<file path="src/rtl/mmio_uart_pkg.sv">
// rtl/mmio_uart_pkg.sv - shared register offsets, STATUS bit indices and FSM encodings
package mmio_uart_pkg;

  localparam logic [7:0] OFF_TXDATA = 8'h00;
  localparam logic [7:0] OFF_RXDATA = 8'h04;
  localparam logic [7:0] OFF_STATUS = 8'h08;
  localparam logic [7:0] OFF_DIV    = 8'h0C;

  localparam int ST_TX_FULL      = 0;
  localparam int ST_TX_EMPTY     = 1;
  localparam int ST_TX_BUSY      = 2;
  localparam int ST_RX_VALID     = 3;
  localparam int ST_TX_OVERFLOW  = 4;
  localparam int ST_RX_OVERRUN   = 5;
  localparam int ST_RX_FRAME_ERR = 6;

  typedef enum logic [1:0] {
    TX_IDLE  = 2'd0,
    TX_START = 2'd1,
    TX_DATA  = 2'd2,
    TX_STOP  = 2'd3
  } tx_state_t;

  typedef enum logic [1:0] {
    RX_IDLE  = 2'd0,
    RX_START = 2'd1,
    RX_DATA  = 2'd2,
    RX_STOP  = 2'd3
  } rx_state_t;

  // Word index of a byte offset; the two low address bits never select a register.
  function automatic logic [5:0] reg_index(input logic [7:0] off);
    return off[7:2];
  endfunction

endpackage

</file>
<file path="src/rtl/mmio_uart_if.sv">
// rtl/mmio_uart_if.sv - CPU register bus between a bus master and the UART
interface mmio_uart_if;
  logic [7:0]  addr;
  logic [31:0] data_in;
  logic [31:0] data_out;
  logic        enable;
  logic        read_write;

  modport master (output addr, data_in, enable, read_write, input data_out);
  modport slave  (input addr, data_in, enable, read_write, output data_out);
endinterface

</file>
<file path="src/rtl/mmio_uart_sync_fifo.sv">
// rtl/mmio_uart_sync_fifo.sv - synchronous FIFO with show-ahead head and occupancy count
module sync_fifo #(
  parameter int WIDTH = 8,
  parameter int DEPTH = 8
) (
  input  logic                     clk,
  input  logic                     reset,
  input  logic                     push,
  input  logic [WIDTH-1:0]         push_data,
  input  logic                     pop,
  output logic [WIDTH-1:0]         pop_data,
  output logic                     full,
  output logic                     empty,
  output logic [$clog2(DEPTH):0]   count
);
  localparam int AW = $clog2(DEPTH);

  logic [WIDTH-1:0] mem [DEPTH];
  logic [AW-1:0]    wr_ptr;
  logic [AW-1:0]    rd_ptr;
  logic             do_push;
  logic             do_pop;

  // A push into a full FIFO is still taken when the head leaves on the same edge.
  assign do_pop   = pop && !empty;
  assign do_push  = push && (!full || do_pop);
  assign full     = (count == (AW+1)'(DEPTH));
  assign empty    = (count == '0);
  assign pop_data = mem[rd_ptr];

  // Data array write; contents need no reset because count guards every read.
  always_ff @(posedge clk) begin
    if (do_push) mem[wr_ptr] <= push_data;
  end

  // Pointers wrap naturally at the power-of-two depth; count tracks occupancy.
  always_ff @(posedge clk or posedge reset) begin
    if (reset) begin
      wr_ptr <= '0;
      rd_ptr <= '0;
      count  <= '0;
    end else begin
      if (do_push) wr_ptr <= wr_ptr + AW'(1);
      if (do_pop)  rd_ptr <= rd_ptr + AW'(1);
      case ({do_push, do_pop})
        2'b10:   count <= count + (AW+1)'(1);
        2'b01:   count <= count - (AW+1)'(1);
        default: count <= count;
      endcase
    end
  end
endmodule

</file>
<file path="src/rtl/mmio_uart.sv">
// rtl/mmio_uart.sv - memory-mapped UART, TX FIFO + serializer; receiver under MMIO_UART_RX_EN
module mmio_uart
  import mmio_uart_pkg::*;
#(
  parameter int TX_DEPTH = 8,
  parameter int BAUD_DIV = 433
) (
  input  logic        clk,
  input  logic        reset,
  mmio_uart_if.slave  bus,
  output logic        tx,
  input  logic        rx
);
  localparam int CW = $clog2(TX_DEPTH) + 1;

  logic [5:0]  idx;
  logic        rd_en, wr_en;
  logic        wr_txdata, wr_div, rd_status, rd_rxdata;
  logic [15:0] div;
  logic [17:0] unused_bus;
  logic [31:0] status;

  assign idx        = bus.addr[7:2];
  assign rd_en      = bus.enable & bus.read_write;
  assign wr_en      = bus.enable & ~bus.read_write;
  assign wr_txdata  = wr_en && (idx == reg_index(OFF_TXDATA));
  assign wr_div     = wr_en && (idx == reg_index(OFF_DIV));
  assign rd_status  = rd_en && (idx == reg_index(OFF_STATUS));
  assign rd_rxdata  = rd_en && (idx == reg_index(OFF_RXDATA));
  assign unused_bus = {bus.data_in[31:16], bus.addr[1:0]};

  // Divisor register; the serializers copy it at frame start.
  always_ff @(posedge clk or posedge reset) begin
    if (reset)       div <= 16'(BAUD_DIV);
    else if (wr_div) div <= bus.data_in[15:0];
  end

  logic          fifo_pop, fifo_full, fifo_empty;
  logic [7:0]    fifo_head;
  logic [CW-1:0] unused_count;

  sync_fifo #(.WIDTH(8), .DEPTH(TX_DEPTH)) u_tx_fifo (
    .clk       (clk),
    .reset     (reset),
    .push      (wr_txdata),
    .push_data (bus.data_in[7:0]),
    .pop       (fifo_pop),
    .pop_data  (fifo_head),
    .full      (fifo_full),
    .empty     (fifo_empty),
    .count     (unused_count)
  );

  tx_state_t   tx_state, tx_state_nx;
  logic [15:0] tx_cnt, tx_cnt_nx, tx_div, tx_div_nx;
  logic [2:0]  tx_bit, tx_bit_nx;
  logic [7:0]  tx_shift, tx_shift_nx;
  logic        tx_bit_end, tx_load;

  // TX serializer registers; reset aborts any frame in flight.
  always_ff @(posedge clk or posedge reset) begin
    if (reset) begin
      tx_state <= TX_IDLE;
      tx_cnt   <= '0;
      tx_div   <= '0;
      tx_bit   <= '0;
      tx_shift <= '0;
    end else begin
      tx_state <= tx_state_nx;
      tx_cnt   <= tx_cnt_nx;
      tx_div   <= tx_div_nx;
      tx_bit   <= tx_bit_nx;
      tx_shift <= tx_shift_nx;
    end
  end

  // TX next state and line level; every state/bit lasts tx_div+1 cycles.
  always_comb begin
    tx_state_nx = tx_state;
    tx_cnt_nx   = tx_cnt;
    tx_div_nx   = tx_div;
    tx_bit_nx   = tx_bit;
    tx_shift_nx = tx_shift;
    fifo_pop    = 1'b0;
    tx_load     = 1'b0;
    tx          = 1'b1;
    tx_bit_end  = (tx_cnt == tx_div);
    if (tx_state != TX_IDLE) tx_cnt_nx = tx_bit_end ? 16'd0 : tx_cnt + 16'd1;
    case (tx_state)
      TX_IDLE:  tx_load = !fifo_empty;
      TX_START: begin
        tx = 1'b0;
        if (tx_bit_end) begin
          tx_state_nx = TX_DATA;
          tx_bit_nx   = 3'd0;
        end
      end
      TX_DATA: begin
        tx = tx_shift[0];
        if (tx_bit_end) begin
          if (tx_bit == 3'd7) begin
            tx_state_nx = TX_STOP;
          end else begin
            tx_shift_nx = {1'b0, tx_shift[7:1]};
            tx_bit_nx   = tx_bit + 3'd1;
          end
        end
      end
      TX_STOP: begin
        if (tx_bit_end) begin
          if (!fifo_empty) tx_load = 1'b1;
          else             tx_state_nx = TX_IDLE;
        end
      end
      default: tx_state_nx = TX_IDLE;
    endcase
    if (tx_load) begin
      fifo_pop    = 1'b1;
      tx_shift_nx = fifo_head;
      tx_div_nx   = div;
      tx_cnt_nx   = 16'd0;
      tx_state_nx = TX_START;
    end
  end

  logic tx_overflow;

  // Sticky overflow; a new drop wins over a same-edge STATUS read.
  always_ff @(posedge clk or posedge reset) begin
    if (reset)                                      tx_overflow <= 1'b0;
    else if (wr_txdata && fifo_full && !fifo_pop)   tx_overflow <= 1'b1;
    else if (rd_status)                             tx_overflow <= 1'b0;
  end

  logic       rx_valid, rx_overrun, rx_frame_err;
  logic [7:0] rx_data;

`ifdef MMIO_UART_RX_EN
  logic        rx_s1, rx_s2, rx_prev;
  rx_state_t   rx_state, rx_state_nx;
  logic [15:0] rx_cnt, rx_cnt_nx, rx_div, rx_div_nx, rx_half;
  logic [2:0]  rx_bit, rx_bit_nx;
  logic [7:0]  rx_shift, rx_shift_nx;
  logic        rx_done, rx_stop_ok, rx_good, rx_keep;

  assign rx_half = 16'(({1'b0, rx_div} + 17'd1) >> 1);
  assign rx_good = rx_done && rx_stop_ok;
  assign rx_keep = rx_valid && !rd_rxdata;

  // Two-flop synchronizer plus one more stage for falling-edge detection.
  always_ff @(posedge clk or posedge reset) begin
    if (reset) begin
      rx_s1   <= 1'b1;
      rx_s2   <= 1'b1;
      rx_prev <= 1'b1;
    end else begin
      rx_s1   <= rx;
      rx_s2   <= rx_s1;
      rx_prev <= rx_s2;
    end
  end

  // RX deserializer registers.
  always_ff @(posedge clk or posedge reset) begin
    if (reset) begin
      rx_state <= RX_IDLE;
      rx_cnt   <= '0;
      rx_div   <= '0;
      rx_bit   <= '0;
      rx_shift <= '0;
    end else begin
      rx_state <= rx_state_nx;
      rx_cnt   <= rx_cnt_nx;
      rx_div   <= rx_div_nx;
      rx_bit   <= rx_bit_nx;
      rx_shift <= rx_shift_nx;
    end
  end

  // RX next state; bits sampled mid-period, frame ends at the stop-bit sample.
  always_comb begin
    rx_state_nx = rx_state;
    rx_cnt_nx   = rx_cnt;
    rx_div_nx   = rx_div;
    rx_bit_nx   = rx_bit;
    rx_shift_nx = rx_shift;
    rx_done     = 1'b0;
    rx_stop_ok  = 1'b0;
    if (rx_state == RX_IDLE) begin
      if (rx_prev && !rx_s2) begin
        rx_state_nx = RX_START;
        rx_cnt_nx   = 16'd0;
        rx_div_nx   = div;
      end
    end else begin
      rx_cnt_nx = (rx_cnt == rx_div) ? 16'd0 : rx_cnt + 16'd1;
      if (rx_state == RX_DATA && rx_cnt == rx_half) rx_shift_nx = {rx_s2, rx_shift[7:1]};
      if (rx_state == RX_STOP && rx_cnt == rx_half) begin
        rx_done     = 1'b1;
        rx_stop_ok  = rx_s2;
        rx_state_nx = RX_IDLE;
      end else if (rx_cnt == rx_div) begin
        if (rx_state == RX_START) begin
          rx_state_nx = RX_DATA;
          rx_bit_nx   = 3'd0;
        end else if (rx_state == RX_DATA) begin
          rx_bit_nx = rx_bit + 3'd1;
          if (rx_bit == 3'd7) rx_state_nx = RX_STOP;
        end
      end
    end
  end

  // Received byte holding register and sticky error flags.
  always_ff @(posedge clk or posedge reset) begin
    if (reset) begin
      rx_data      <= '0;
      rx_valid     <= 1'b0;
      rx_overrun   <= 1'b0;
      rx_frame_err <= 1'b0;
    end else begin
      if (rx_done && !rx_stop_ok) rx_frame_err <= 1'b1;
      else if (rd_status)         rx_frame_err <= 1'b0;
      if (rx_good && rx_keep)     rx_overrun <= 1'b1;
      else if (rd_status)         rx_overrun <= 1'b0;
      if (rx_good && !rx_keep) begin
        rx_data  <= rx_shift;
        rx_valid <= 1'b1;
      end else if (rd_rxdata) begin
        rx_valid <= 1'b0;
      end
    end
  end
`else
  logic unused_rx;
  logic unused_rd_rxdata;
  assign unused_rx        = rx;
  assign unused_rd_rxdata = rd_rxdata;
  assign rx_data          = '0;
  assign rx_valid         = 1'b0;
  assign rx_overrun       = 1'b0;
  assign rx_frame_err     = 1'b0;
`endif

  // STATUS word assembly.
  always_comb begin
    status                  = '0;
    status[ST_TX_FULL]      = fifo_full;
    status[ST_TX_EMPTY]     = fifo_empty;
    status[ST_TX_BUSY]      = (tx_state != TX_IDLE);
    status[ST_RX_VALID]     = rx_valid;
    status[ST_TX_OVERFLOW]  = tx_overflow;
    status[ST_RX_OVERRUN]   = rx_overrun;
    status[ST_RX_FRAME_ERR] = rx_frame_err;
  end

  // Combinational read mux; zero outside a read access.
  always_comb begin
    bus.data_out = '0;
    if (rd_en) begin
      if (idx == reg_index(OFF_RXDATA))      bus.data_out = {24'd0, rx_data};
      else if (idx == reg_index(OFF_STATUS)) bus.data_out = status;
      else if (idx == reg_index(OFF_DIV))    bus.data_out = {16'd0, div};
    end
  end
endmodule

</file>
<file path="src/flat_wrapper.sv">
// flat-port wrapper written by rule: the top's interface ports become plain ports
module mmio_uart_flat import mmio_uart_pkg::*;
#(
  parameter int TX_DEPTH = 8,
  parameter int BAUD_DIV = 433
)
  (clk, reset, tx, rx, bus_addr, bus_data_in, bus_enable, bus_read_write, bus_data_out);
  mmio_uart_if bus_i ();
  input  logic clk;
  input  logic reset;
  output logic tx;
  input  logic rx;
  input wire logic [$bits(bus_i.addr)-1:0] bus_addr;
  input wire logic [$bits(bus_i.data_in)-1:0] bus_data_in;
  input wire logic [$bits(bus_i.enable)-1:0] bus_enable;
  input wire logic [$bits(bus_i.read_write)-1:0] bus_read_write;
  output wire logic [$bits(bus_i.data_out)-1:0] bus_data_out;
  assign bus_i.addr = bus_addr;
  assign bus_i.data_in = bus_data_in;
  assign bus_i.enable = bus_enable;
  assign bus_i.read_write = bus_read_write;
  assign bus_data_out = bus_i.data_out;
  mmio_uart #(.TX_DEPTH(TX_DEPTH), .BAUD_DIV(BAUD_DIV)) u_core (.clk(clk), .reset(reset), .bus(bus_i), .tx(tx), .rx(rx));
endmodule
</file>
<file path="config.mk">
export PLATFORM = sky130hd
export DESIGN_NAME = mmio_uart_flat
export DESIGN_NICKNAME = d
export VERILOG_FILES = /design/src/rtl/mmio_uart_pkg.sv /design/src/rtl/mmio_uart_if.sv /design/src/rtl/mmio_uart_sync_fifo.sv /design/src/rtl/mmio_uart.sv /design/src/flat_wrapper.sv
export SDC_FILE = /design/constraint.sdc
export NUM_CORES = 1
export LEC_CHECK = 0
export CAP_MARGIN = 25
export CORE_MARGIN = 8
export CORE_UTILIZATION = 60
export CTS_CLUSTER_SIZE = 40
export DETAILED_ROUTE_END_ITERATION = 7
export DONT_BUFFER_PORTS = 1
export PLACE_DENSITY = 0.76
export SYNTH_ARGS = -nofsm -noshare
export SYNTH_HDL_FRONTEND = slang
export SYNTH_SLANG_ARGS = --single-unit
</file>
<file path="constraint.sdc">
create_clock -name clk -period 6.6 [get_ports clk]
set_input_delay 1.98 -clock clk [delete_from_list [all_inputs] [get_ports clk]]
set_output_delay 1.98 -clock clk [all_outputs]
set_load 0.03 [all_outputs]
</file>
==> results.cfg <==
[status]
status = complete, no violations

[logic_synthesis]
synthSimpleGateAreaFrac = 0.104
ys_seq_area_frac = 0.578
synth_top_area_frac = 0.298
synth_async_sr_flop_share = 0.529
avgSynthCellArea_um2 = 13.7
syn_area_mm2 = 0.00645
yosys-mux-area-fraction = 0.134
synth_top_family_by_area = multiplexers
ys_types = 54
synth-seq-cells = 136
synth_top_cell_by_area = edfxtp_1
synthAdderAreaFrac = 0.0272
yosys_warnings = 0
synth_area_leaders = edfxtp_1 30%, dfrtp_1 26%, mux2_2 5.8%
synth_xor_area_frac = 0.0530
netlist_instances = 469
synth_edf_count = 64
synth-compound-area-share = 0.0588
ys.flop_type = dfrtp_1

[global_routing]
grt_pass1_vias = 3815
grt_util_met1 = 0.220
met3_usage = 0.0582
busiest_layer = met2
gr-usage-met2 = 0.301
grt_overflow = 0
antenna_found_initial = 0
grt_usage = 0.183
grt_max_degree = 73
grt_pass1_wl_um = 20100

[sta]
period_share = 0.877
worstMarginPinSlew_ps = 1040
relSlewSlack = 0.308
finalHoldViolCount = 0
setup_viol = 0
drv_slew = 0
finalClockSkew_ps = 5.24
rsz0062_at_grt = no
setup_tns_ps = 0
final.min_clock_period_ps = 5790
clock.fmax_ghz = 0.173

[power_and_ir_drop]
power_frac_clock = 0.294
peakVddDrop_mv = 0.268
p_sw_w = 0.000962
pwr-share-comb = 0.298
p_sw_frac = 0.338
p_int_w = 0.00189
cellPowerDensity_mw_per_mm2 = 404
p_leak_nw = 2.87
seqPwrFrac = 0.408

[die]
chipHeight_um = 120
io_pins = 78
num_rows = 38
core_mm2 = 0.0107
die_x_um = 120
dieArea_mm2 = 0.0143
start_util = 0.605

[worst_setup_path]
worst_ep_required_time_ps = 4620
worstSetupPathType = input pin to primary output
worst_ep_arrival_time_ps = 3810
crit_path_cell_trace = or4_4 -> nor3b_1 -> a22oi_1 -> nor2_1
worst_path_largest_cell_delay_ps = 600
cp_slowest_cell = nor3b_1
path_max_fanout = 5
cp-end-kind = primary output
cp-start-kind = input pin

[clocking]
cts_setup_buffers = 0
clkTransAtPathRegs_ps = 60
cts_made_buffers = 17
cts_sinks = 136
clk-insertion-delay-late_ps = 530
cts_root_buffer = clkbuf_8
hold_buffers = 0
cts_tree = yes
htree_levels = 4
cts_resized = 0
cts_max_path_buffers = 2

[route]
drtPass1Iterations = 4
wirelength_um = 12500
viasPerCell = 5.99
via_count = 3773
drc = 0
post_drt_wl_per_cell_um = 19.9
postRouteAntennaNets = 0
drtIter0Drc = 203

[finish]
final_cell_mix = 67 x dfrtp_1, 64 x edfxtp_1, 33 x xor2_1, 33 x mux2_2, 27 x nor2_1
diodes = 0
final_common_cell = dfrtp_1
post-route-util = 0.662
nNetsFinal = 537
drive_above_1_share = 0.233
syn2layout_area_growth_pct = 9.39

[place]
portBuffers = 0
dp_hpwl_um = 8600
place_congestion = 0.835

[run]
drv_cap = 0

[min_path]
hold_class = flip-flop to flip-flop
==> cells in the mapped netlist (6+ instances only) <==
master and n:
mux2_2 33, a21oi_1 7, clkbuf_1 6, nor3_1 10, dfrtp_1 67, nand3_1 10, nand4_1 8, xor2_1 33
mux2i_1 10, nor4_1 9, edfxtp_1 64, and2_1 14, o211ai_1 10, mux4_2 16, buf_4 19, nand2_1 17
o221a_2 7, nand2b_1 6, ha_1 14, inv_1 9, o21ai_0 12, nor2_1 27, xnor2_1 6
==> path summary, 6_finish.rpt <==
check / startpoint / to / slack, ps / cells past startpoint
worst max-delay path: bus_addr[5] / bus_data_out[4] / 810 / 4
worst min-delay path: u_core.div[11] / u_core.tx_div[11] / 520 / 1
worst max register to register: u_core.tx_cnt[4] / u_core.u_tx_fifo.count[2] / 3030 / 12
worst min register to register: u_core.div[11] / u_core.tx_div[11] / 520 / 1
max in group asynchronous: reset / u_core.u_tx_fifo.rd_ptr[1] / 4410 / 2
min in group asynchronous: reset / u_core.tx_cnt[10] / 1620 / 2
==> worst max-delay path: cells and delay by family <==
family             cells  cell delay [ps]
and+or+nand+nor        3             1680
AOI/OAI and AO/OA      1              140
==> stage by stage <==
stage,cell area [um^2],total power [W],std cells,hold WS (ps),setup slack [ps]
after detailed placement,6510,0.00202,597,512,826
after global placement,6490,0.00196,595,510,842
after CTS,7040,0.00287,628,528,823
after floorplan,6500,0.00184,484,488,1130
after global routing,7050,0.00300,630,541,634
final,7050,0.00285,630,524,809
==> cell families (layout without fill, tap and decap cells) <==
| group | after synthesis | in the layout |
|---|---|---|
| other cells | 1 | 16 |
| compound gates | 52 | 52 |
| fa+ha+maj | 14 | 14 |
| flops | 136 | 136 |
| mux | 61 | 61 |
| xor+xnor | 39 | 39 |
| simple gates | 119 | 119 |
| buf+inv | 47 | 53 |
==> per-layer routing <==
layer,part of all wire,wire length [um],vias up
li1,-,-,1725
met3,0.054,672,16
met2,0.51,6360,101
met5,0,0,-
met1,0.42,5280,1931
met4,0.016,197,0
==> layout make-up <==
cell class	count	area, um^2
well taps	140	175
clock buffers	18	418
multi-input cells	301	2490
clock inverters	13	108
inverters	10	37.5
fillers	775	3600
flip-flops and latches	136	3730
repair buffers	12	97.6
==> power by group through the flow <==
stage / clock network, W / logic, W / registers, W
global placement: 0 / 0.000774 / 0.00118
global route: 0.000882 / 0.000937 / 0.00118
floorplan: 0 / 0.000758 / 0.00109
detailed placement: 0 / 0.000842 / 0.00118
CTS: 0.000854 / 0.000847 / 0.00116
finish: 0.000837 / 0.000849 / 0.00116
==> flip-flops by register name (all words and copies together) (netlist names) <==
register and count:
u_core.u_tx_fifo.mem 64, u_core.div 16, u_core.tx_cnt 16, u_core.tx_div 16, u_core.tx_shift 8, u_core.u_tx_fifo.count 4, u_core.tx_bit 3, u_core.u_tx_fifo.rd_ptr 3
u_core.u_tx_fifo.wr_ptr 3, u_core.tx_state 2, u_core.tx_overflow 1
(Power assumes the default switching activity.)
